===== config.mk =====
export PLATFORM = sky130hd
export DESIGN_NAME = signed_iter_divider_flat
export DESIGN_NICKNAME = d
export VERILOG_FILES = /design/src/rtl/signed_iter_divider_if.sv /design/src/rtl/signed_iter_divider.sv /design/src/flat_wrapper.sv
export SDC_FILE = /design/constraint.sdc
export NUM_CORES = 1
export LEC_CHECK = 0
export CAP_MARGIN = 20
export CELL_PAD_IN_SITES_DETAIL_PLACEMENT = 1
export CELL_PAD_IN_SITES_GLOBAL_PLACEMENT = 2
export CORE_ASPECT_RATIO = 1.1
export CORE_MARGIN = 4
export CORE_UTILIZATION = 33
export CTS_CLUSTER_SIZE = 8
export DETAILED_ROUTE_END_ITERATION = 8
export PLACE_DENSITY_LB_ADDON = 0.1
export RECOVER_POWER = 50
export SYNTH_ARGS = -nofsm -noshare
export SYNTH_HDL_FRONTEND = slang
export SYNTH_SLANG_ARGS = --single-unit
export TNS_END_PERCENT = 1

===== constraint.sdc =====
create_clock -name clk -period 2.4 [get_ports clk]
set_clock_uncertainty 0.2 [all_clocks]
set_input_delay 0.24 -clock clk [delete_from_list [all_inputs] [get_ports clk]]
set_output_delay 0.24 -clock clk [all_outputs]
set_load 0.01 [all_outputs]

===== src/rtl/signed_iter_divider_if.sv =====
// Handshake bundle for the signed iterative divider: an operand channel
// (dividend/divisor) and a result channel (quotient/remainder/flags),
// each with its own valid/ready pair.
interface signed_iter_divider_if #(
    parameter int DW = 16,
    parameter int VW = 8
);
    logic                 in_valid;
    logic                 in_ready;
    logic signed [DW-1:0] dividend;
    logic signed [VW-1:0] divisor;
    logic                 out_valid;
    logic                 out_ready;
    logic signed [DW-1:0] quotient;
    logic signed [VW-1:0] remainder;
    logic                 div_zero;
    logic                 ovf;

    // Producer of operands and consumer of results.
    modport master (
        output in_valid, dividend, divisor, out_ready,
        input  in_ready, out_valid, quotient, remainder, div_zero, ovf
    );

    // The divider itself.
    modport slave (
        input  in_valid, dividend, divisor, out_ready,
        output in_ready, out_valid, quotient, remainder, div_zero, ovf
    );
endinterface


===== src/rtl/signed_iter_divider.sv =====
// Sequential signed divider. Works on magnitudes with a restoring
// shift-subtract loop (one quotient bit per clock) and applies signs at
// the end. The result truncates toward zero, like Verilog '/' and '%'.
// Divide-by-zero and the single overflowing case (most negative / -1)
// produce saturated quotients with a flag.
module signed_iter_divider #(
    parameter int DW = 16,
    parameter int VW = 8
) (
    input  logic                  clk,
    input  logic                  rst_n,
    signed_iter_divider_if.slave  bus
);
    localparam int CW = $clog2(DW);

    typedef enum logic [1:0] {IDLE, DIV, FIX, DONE} state_t;

    localparam logic [DW-1:0] Q_MAX_POS = {1'b0, {(DW-1){1'b1}}};
    localparam logic [DW-1:0] Q_MIN_NEG = {1'b1, {(DW-1){1'b0}}};

    state_t          state_reg;
    logic [CW-1:0]   count_reg;
    logic [DW:0]     mag_reg;       // |dividend|, shifted out MSB first
    logic [VW-1:0]   dvs_reg;       // |divisor|
    logic [VW-1:0]   pr_reg;        // partial remainder magnitude
    logic [DW-1:0]   qm_reg;        // quotient magnitude
    logic            sign_q_reg;
    logic            sign_r_reg;
    logic            dz_reg;
    logic [VW-1:0]   dlo_reg;       // raw low dividend bits for the /0 remainder
    logic            in_ready_reg;
    logic            out_valid_reg;
    logic [DW-1:0]   quotient_reg;
    logic [VW-1:0]   remainder_reg;
    logic            div_zero_reg;
    logic            ovf_reg;

    // Operand magnitudes; DW+1 bits keep the most negative dividend exact.
    logic [DW:0]     dividend_ext;
    logic [DW:0]     dividend_abs;
    logic [VW-1:0]   divisor_abs;
    assign dividend_ext = {bus.dividend[DW-1], bus.dividend};
    assign dividend_abs = bus.dividend[DW-1] ? (~dividend_ext + 1'b1) : dividend_ext;
    assign divisor_abs  = bus.divisor[VW-1] ? (~bus.divisor + 1'b1) : bus.divisor;

    // One restoring step: bring down the next dividend bit and try to subtract.
    logic [VW:0]     pr_shift;
    logic [VW:0]     pr_sub;
    logic            q_bit;
    logic [VW-1:0]   pr_next;
    always_comb begin
        pr_shift = {pr_reg, mag_reg[DW-1]};
        pr_sub   = pr_shift - {1'b0, dvs_reg};
        q_bit    = (pr_shift >= {1'b0, dvs_reg});
        pr_next  = q_bit ? pr_sub[VW-1:0] : pr_shift[VW-1:0];
    end

    // Sign application and saturation for the final result.
    logic [DW-1:0]   q_fix;
    logic [VW-1:0]   r_fix;
    logic            ovf_fix;
    always_comb begin
        q_fix   = qm_reg;
        r_fix   = (sign_r_reg && (pr_reg != '0)) ? (VW'(0) - pr_reg) : pr_reg;
        ovf_fix = 1'b0;
        if (dz_reg) begin
            q_fix = sign_r_reg ? Q_MIN_NEG : Q_MAX_POS;
            r_fix = dlo_reg;
        end else if (!sign_q_reg && qm_reg[DW-1]) begin
            // Only |q| = 2^(DW-1) with a positive sign can get here.
            q_fix   = Q_MAX_POS;
            ovf_fix = 1'b1;
        end else if (sign_q_reg && (qm_reg != '0)) begin
            q_fix = DW'(0) - qm_reg;
        end
    end

    // Control FSM plus datapath registers; all outputs come from registers.
    always_ff @(posedge clk or negedge rst_n) begin
        if (!rst_n) begin
            state_reg     <= IDLE;
            count_reg     <= '0;
            mag_reg       <= '0;
            dvs_reg       <= '0;
            pr_reg        <= '0;
            qm_reg        <= '0;
            sign_q_reg    <= 1'b0;
            sign_r_reg    <= 1'b0;
            dz_reg        <= 1'b0;
            dlo_reg       <= '0;
            in_ready_reg  <= 1'b1;
            out_valid_reg <= 1'b0;
            quotient_reg  <= '0;
            remainder_reg <= '0;
            div_zero_reg  <= 1'b0;
            ovf_reg       <= 1'b0;
        end else begin
            case (state_reg)
                IDLE: begin
                    if (bus.in_valid) begin
                        mag_reg      <= dividend_abs;
                        dvs_reg      <= divisor_abs;
                        sign_q_reg   <= bus.dividend[DW-1] ^ bus.divisor[VW-1];
                        sign_r_reg   <= bus.dividend[DW-1];
                        dz_reg       <= (bus.divisor == '0);
                        dlo_reg      <= bus.dividend[VW-1:0];
                        pr_reg       <= '0;
                        qm_reg       <= '0;
                        count_reg    <= CW'(DW-1);
                        in_ready_reg <= 1'b0;
                        state_reg    <= (bus.divisor == '0) ? FIX : DIV;
                    end
                end
                DIV: begin
                    pr_reg  <= pr_next;
                    qm_reg  <= {qm_reg[DW-2:0], q_bit};
                    mag_reg <= {mag_reg[DW-1:0], 1'b0};
                    if (count_reg == '0) begin
                        state_reg <= FIX;
                    end else begin
                        count_reg <= count_reg - 1'b1;
                    end
                end
                FIX: begin
                    quotient_reg  <= q_fix;
                    remainder_reg <= r_fix;
                    div_zero_reg  <= dz_reg;
                    ovf_reg       <= ovf_fix;
                    out_valid_reg <= 1'b1;
                    state_reg     <= DONE;
                end
                DONE: begin
                    if (bus.out_ready) begin
                        out_valid_reg <= 1'b0;
                        in_ready_reg  <= 1'b1;
                        state_reg     <= IDLE;
                    end
                end
                default: state_reg <= IDLE;
            endcase
        end
    end

    assign bus.in_ready  = in_ready_reg;
    assign bus.out_valid = out_valid_reg;
    assign bus.quotient  = quotient_reg;
    assign bus.remainder = remainder_reg;
    assign bus.div_zero  = div_zero_reg;
    assign bus.ovf       = ovf_reg;
endmodule

===== src/flat_wrapper.sv =====
// flat-port wrapper written by rule: the top's interface ports become plain ports
module signed_iter_divider_flat 
#(
    parameter int DW = 16,
    parameter int VW = 8
)
  (clk, rst_n, bus_in_valid, bus_dividend, bus_divisor, bus_out_ready, bus_in_ready, bus_out_valid, bus_quotient, bus_remainder, bus_div_zero, bus_ovf);
  signed_iter_divider_if #(.DW(DW), .VW(VW)) bus_i ();
  input  logic clk;
  input  logic rst_n;
  input wire logic [$bits(bus_i.in_valid)-1:0] bus_in_valid;
  input wire logic [$bits(bus_i.dividend)-1:0] bus_dividend;
  input wire logic [$bits(bus_i.divisor)-1:0] bus_divisor;
  input wire logic [$bits(bus_i.out_ready)-1:0] bus_out_ready;
  output wire logic [$bits(bus_i.in_ready)-1:0] bus_in_ready;
  output wire logic [$bits(bus_i.out_valid)-1:0] bus_out_valid;
  output wire logic [$bits(bus_i.quotient)-1:0] bus_quotient;
  output wire logic [$bits(bus_i.remainder)-1:0] bus_remainder;
  output wire logic [$bits(bus_i.div_zero)-1:0] bus_div_zero;
  output wire logic [$bits(bus_i.ovf)-1:0] bus_ovf;
  assign bus_i.in_valid = bus_in_valid;
  assign bus_i.dividend = bus_dividend;
  assign bus_i.divisor = bus_divisor;
  assign bus_i.out_ready = bus_out_ready;
  assign bus_in_ready = bus_i.in_ready;
  assign bus_out_valid = bus_i.out_valid;
  assign bus_quotient = bus_i.quotient;
  assign bus_remainder = bus_i.remainder;
  assign bus_div_zero = bus_i.div_zero;
  assign bus_ovf = bus_i.ovf;
  signed_iter_divider #(.DW(DW), .VW(VW)) u_core (.clk(clk), .rst_n(rst_n), .bus(bus_i));
endmodule

# Yosys cells after proc, flatten, opt, wreduce, memory -nomap -nowiden

Cells that the tools add are included.

Add/sub/neg operators: 6
Order comparisons: 1
Equality and inequality tests: 7
Mux-type cells: 30
Bitwise gates (word level): 3
Reductions and logical operators: 18

Operator list:

| kind                                              | count |
|---|---|
| two-way mux 16 bit                                | 7 |
| one-hot mux 16 bit (2 select lines)               | 2 |
| two-way mux 8 bit                                 | 5 |
| adder 16 x 1 -> 16 bit, second input constant     | 1 |
| inverter 16 bit                                   | 1 |
| one-hot mux 8 bit (2 select lines)                | 1 |
| nonzero test 16 bit                               | 1 |
| subtractor 1 x 16 -> 16 bit, first input constant | 1 |
| >= comparator 9 x 8 -> 1 bit                      | 1 |
| AND reduction 3 bit                               | 3 |
| adder 8 x 1 -> 8 bit, second input constant       | 1 |
| logical NOT 8 bit                                 | 1 |
| two-way mux 2 bit                                 | 4 |
| two-way mux 4 bit                                 | 2 |
| inverter 8 bit                                    | 1 |
| one-hot mux 2 bit (4 select lines)                | 1 |
| one-hot mux 4 bit (2 select lines)                | 1 |
| nonzero test 8 bit                                | 1 |
| subtractor 1 x 8 -> 8 bit, first input constant   | 1 |
| subtractor 8 bit                                  | 1 |
| inequality test 2 bit, second input constant      | 3 |
| AND reduction 2 bit                               | 3 |
| nonzero test 2 bit                                | 3 |
| two-way mux 1 bit                                 | 5 |
| other kinds (10)                                  | 14 |

Bits in registers: 93
Bits of input ports: 28
Output and inout bits: 28
Word-level logic and storage cells: 81

# Longest topological paths before layout

Word-level depth: 5
Gate-level depth with buffers: 9
Gate-level depth less buffers: 9

# Least setup slack after synthesis

OpenSTA, ideal clock, no wires.

Path type: register to register
Start point: reg u_core.pr_reg[0]
End point: reg u_core.qm_reg[0]
Setup time: 0.121 ns
Arrival: 2.025 ns
Setup slack: 0.054 ns
Cell stages (with the launch flop): 8
Path buffers: 1
Cells stage by stage: dfrtp_1 ha_1 and2b_2 o21a_4 o211a_4 or2_1 buf_6 a22o_2

Longest elaborated chain between the ends: 2

RTL lines:

| item                                | line                       | text |
|---|---|---|
| from (decl)                         | signed_iter_divider.sv:25  | `logic [VW-1:0] pr_reg;` |
| from (signal assigned)              | signed_iter_divider.sv:115 | `pr_reg <= pr_next;` |
| >= comparator 9 x 8 -> 1 bit        | signed_iter_divider.sv:54  | `q_bit = (pr_shift >= {1'b0, dvs_reg});` |
| one-hot mux 16 bit (2 select lines) | signed_iter_divider.sv:98  | `case (state_reg)` |
| to (signal assigned)                | signed_iter_divider.sv:116 | `qm_reg <= {qm_reg[DW-2:0], q_bit};` |
| to (decl)                           | signed_iter_divider.sv:26  | `logic [DW-1:0] qm_reg;` |

Every way passes these cells.
A chain may end at the register's enable or synchronous reset.

# Worst setup path in the final report

Start point: reg u_core.mag_reg[15]
End point: reg u_core.pr_reg[6]

Longest elaborated chain between the ends: 3
Elaborated cells between the ends (all ways): 4

RTL lines:

| item                                                                    | line                                                 | text |
|---|---|---|
| from (decl)                                                             | signed_iter_divider.sv:23                            | `logic [DW:0] mag_reg;` |
| from (signal assigned)                                                  | signed_iter_divider.sv:101                           | `mag_reg <= dividend_abs;` |
| from (signal assigned)                                                  | signed_iter_divider.sv:117                           | `mag_reg <= {mag_reg[DW-1:0], 1'b0};` |
| subtractor 8 bit / >= comparator 9 x 8 -> 1 bit (equally long branches) | signed_iter_divider.sv:53, signed_iter_divider.sv:54 |  |
| two-way mux 8 bit *                                                     | signed_iter_divider.sv:55                            | `pr_next = q_bit ? pr_sub[VW-1:0] : pr_shift[VW-1:0];` |
| one-hot mux 8 bit (2 select lines) *                                    | signed_iter_divider.sv:98                            |  |

Mark *: on every way between the ends. The rest lies on a longest branch, timed or not.

==> out/metrics.csv <==
metric,value,unit
synth warn,0,
min cycle time layout,2336,ps
vias in the first global route,4941,
Hold Crit Class,register to register,
hold endpoint,u_core.dvs_reg[3],
Post-CTS Setup Inserts,0,
fin nets,727,
crit path launch type,register,
total global routing overflow,0,
max_slew headroom,0.4255,
Worst path top cell family by delay,compound AO/OA/AOI/OAI gates,
Critical Path Max Stage Delay,400,ps
"Seq/Total Area, Yosys",0.4202,
worst vdd ir,590.9,uV
Vias/cell,5.327,
DRC,0,
Final Core Density,0.4210,
"Top FF cell, synth",dfrtp_1,
first-pass GRT wire length,26270,um
CTS tree,built,
PD cells,1325,nW/um^2
clk buf depth,2,
Initial DRC Count,267,
critical path type,register to register,
post-route insts no fill,889,
outcome,finished clean,
P&R area growth vs syn,24.81,%
clk sinks,93,
Post-Syn Area per Cell,9.329,um^2
1st-pass router iterations,4,
total track usage,0.1698,
Register-to-Register Path Depth,9,
min-delay src,u_core.dvs_reg[3],
row count,49,
"commonest non-fill, non-tap cells in the layout","dfrtp_1, nand2_1, buf_4",
syn nets,640,
ANT nets after route,0,
Routed WL,15470,um
n_diodes,0,
RD Place Congestion,0.8746,
clk slew on worst S/H paths,60,ps
Root Buffer,clkbuf_16,
final setup vio count,0,
leak pwr,2.986,nW
dpl hpwl,11840,um
CP Max Fanout,3,
worst endpoint required time,2460,ps
number of max-cap violations,0,
reg2reg setup slack,60,ps
Post-synth EDFFs,0,
Post-Synthesis Cells,594,
crit-path cells,inv_1 -> ha_1 -> inv_1 -> fa_1 -> a211o_2 -> a2111oi_2 -> nand4b_1 -> o211ai_1 -> o211ai_1,
setup total negative slack,0,ps
library cells used by synthesis,72,
initial core utilization,0.3373,
async set-reset flop share out of synthesis,1.000,
initial antenna violation count,0,
Die Span Y,143.9,um
reg-to-reg startpoint,u_core.mag_reg[15],
Critical-path top delay cell,fa_1,
port buffer count,55,
"Slew Viols, Final",0,
hold depth,2,
placed cells,873,
Skew-Pair Late Insertion Delay,340,ps
average wire per standard cell,17.40,um
htree depth,3,
register bit total from synthesis,93,
via count,4736,
arrival time at the worst endpoint,2400,ps
WP buf/inv,2,
DIE AREA,18930,um^2
"commonest non-fill, non-tap cell in the layout",dfrtp_1,
Ports,56,
count of final hold-check violations,0,
Die Span X,131.6,um
setup ws final,64.05,ps
Max Fclk,0.4281,GHz
worst reg2reg path endpoint,u_core.pr_reg[6],
RSZ-0062 raised after global routing,true,
endpoint type of the worst setup path,register,
Final Hold Slack,277.5,ps
worst slew pin tran,861.7,ps
Tcrit/Tclk final,0.9733,
WP depth,9,
dpl ws,-47.38,ps
layout cell share with drive strength beyond 1,0.1577,
TritonCTS buffer count,9,
synthesized area,5542,um^2
core box area,16430,um^2
largest net degree at the start of global routing,49,
-- Yosys cell counts (2+ instances only) --
library cell / instances / area (um^2)
nor2_1: 33 / 123.9
o21ai_0: 52 / 260.3
xor2_1: 27 / 236.5
o31ai_1: 9 / 67.56
nand2_1: 58 / 217.7
o21ai_1: 2 / 10.01
o221ai_1: 8 / 70.07
o21a_1: 3 / 22.52
xnor2_1: 12 / 105.1
nand2b_1: 4 / 25.02
nor2b_1: 8 / 50.05
nand4_1: 3 / 18.77
o41ai_1: 3 / 26.28
a22o_1: 14 / 122.6
nand3_1: 20 / 100.1
buf_2: 6 / 30.03
o22ai_1: 10 / 62.56
o311ai_2: 3 / 48.80
a21boi_0: 4 / 30.03
clkbuf_1: 25 / 93.84
o211ai_1: 13 / 97.59
mux2i_1: 6 / 60.06
nor3b_1: 4 / 30.03
nor3_1: 9 / 45.04
mux2_2: 12 / 135.1
a21oi_1: 24 / 120.1
a211oi_1: 2 / 15.01
nand3b_1: 4 / 30.03
buf_1: 3 / 11.26
ha_1: 17 / 212.7
or3_1: 3 / 18.77
a22oi_1: 3 / 22.52
o2111ai_1: 2 / 17.52
o311ai_0: 5 / 43.79
inv_1: 37 / 138.9
a21o_1: 2 / 15.01
dfrtp_1: 92 / 2302
nor4_1: 6 / 37.54
nand4b_1: 3 / 26.28
a221oi_1: 2 / 17.52
or4_1: 3 / 22.52
a31oi_1: 8 / 50.05
-- kinds of logic after synthesis --
logic type,synth area share
multiplexers,0.03522
XOR/XNOR,0.06164
flip-flops,0.4202
buffers and inverters,0.05825
AO/OA/AOI/OAI,0.2249
adder cells (fa/ha/maj),0.04200
AND/OR/NAND/NOR,0.1578
-- worst max-delay path by stage --
stage	from	endpoint	slack, ps
final	u_core.mag_reg[15]	u_core.pr_reg[6]	60
after global routing	u_core.mag_reg[15]	u_core.pr_reg[6]	-70
after CTS	u_core.mag_reg[15]	u_core.pr_reg[6]	10
after detailed placement	u_core.mag_reg[15]	u_core.pr_reg[6]	-50
after global placement	bus_dividend[0]	u_core.mag_reg[6]	20
after floorplan	u_core.pr_reg[0]	u_core.qm_reg[0]	50
-- stage by stage --
step                      power, mW  instance area (um^2)
after floorplan               5.940                  5542
after global placement        7.607                  6618
after detailed placement      7.747                  6618
after CTS                     9.270                  6924
after global routing          9.994                  6917
final                         9.161                  6917
-- area by class of cell --
cell class                      instances  area, um^2
Clock buffer                           11       242.7
Clock inverter                          4       48.80
Fill cell                            1898        9514
Inverter                               37       138.9
Multi-Input combinational cell        427        2909
Sequential cell                        93        2328
Tap cell                              204       255.2
Timing Repair Buffer                  113       993.5
-- report_power, final --
part | internal [mW] | switching, mW
clock | 0.830 | 0.618
sequential | 2.18 | 0.428
combinational | 2.31 | 2.79
total | 5.32 | 3.84
-- routing by layer --
layer  global-route usage  share of wire  vias to the layer above
met2               0.2734           0.45                       84
met1               0.2382           0.50                     2312
li1                     -              -                     2325
met5                    0              0                        -
met4              0.04091          0.011                        0
met3              0.03221          0.032                       15
-- worst min-delay path: cells and delay by family (launching register included) --
kind            cells  cell delay, ps
simple gates        1              50
compound gates      1              60
flops               1             340
-- what timing repair did --
| item | 4_1_cts | 5_1_grt |
|---|---|---|
| hold buffers | 1 | 0 |
| gates resized for setup | 3 | 3 |
| endpoints found under the setup margin | 3 | 9 |
| endpoints found under the hold margin | 29 | 0 |
Note: power is estimated with default switching activity, not from simulation.
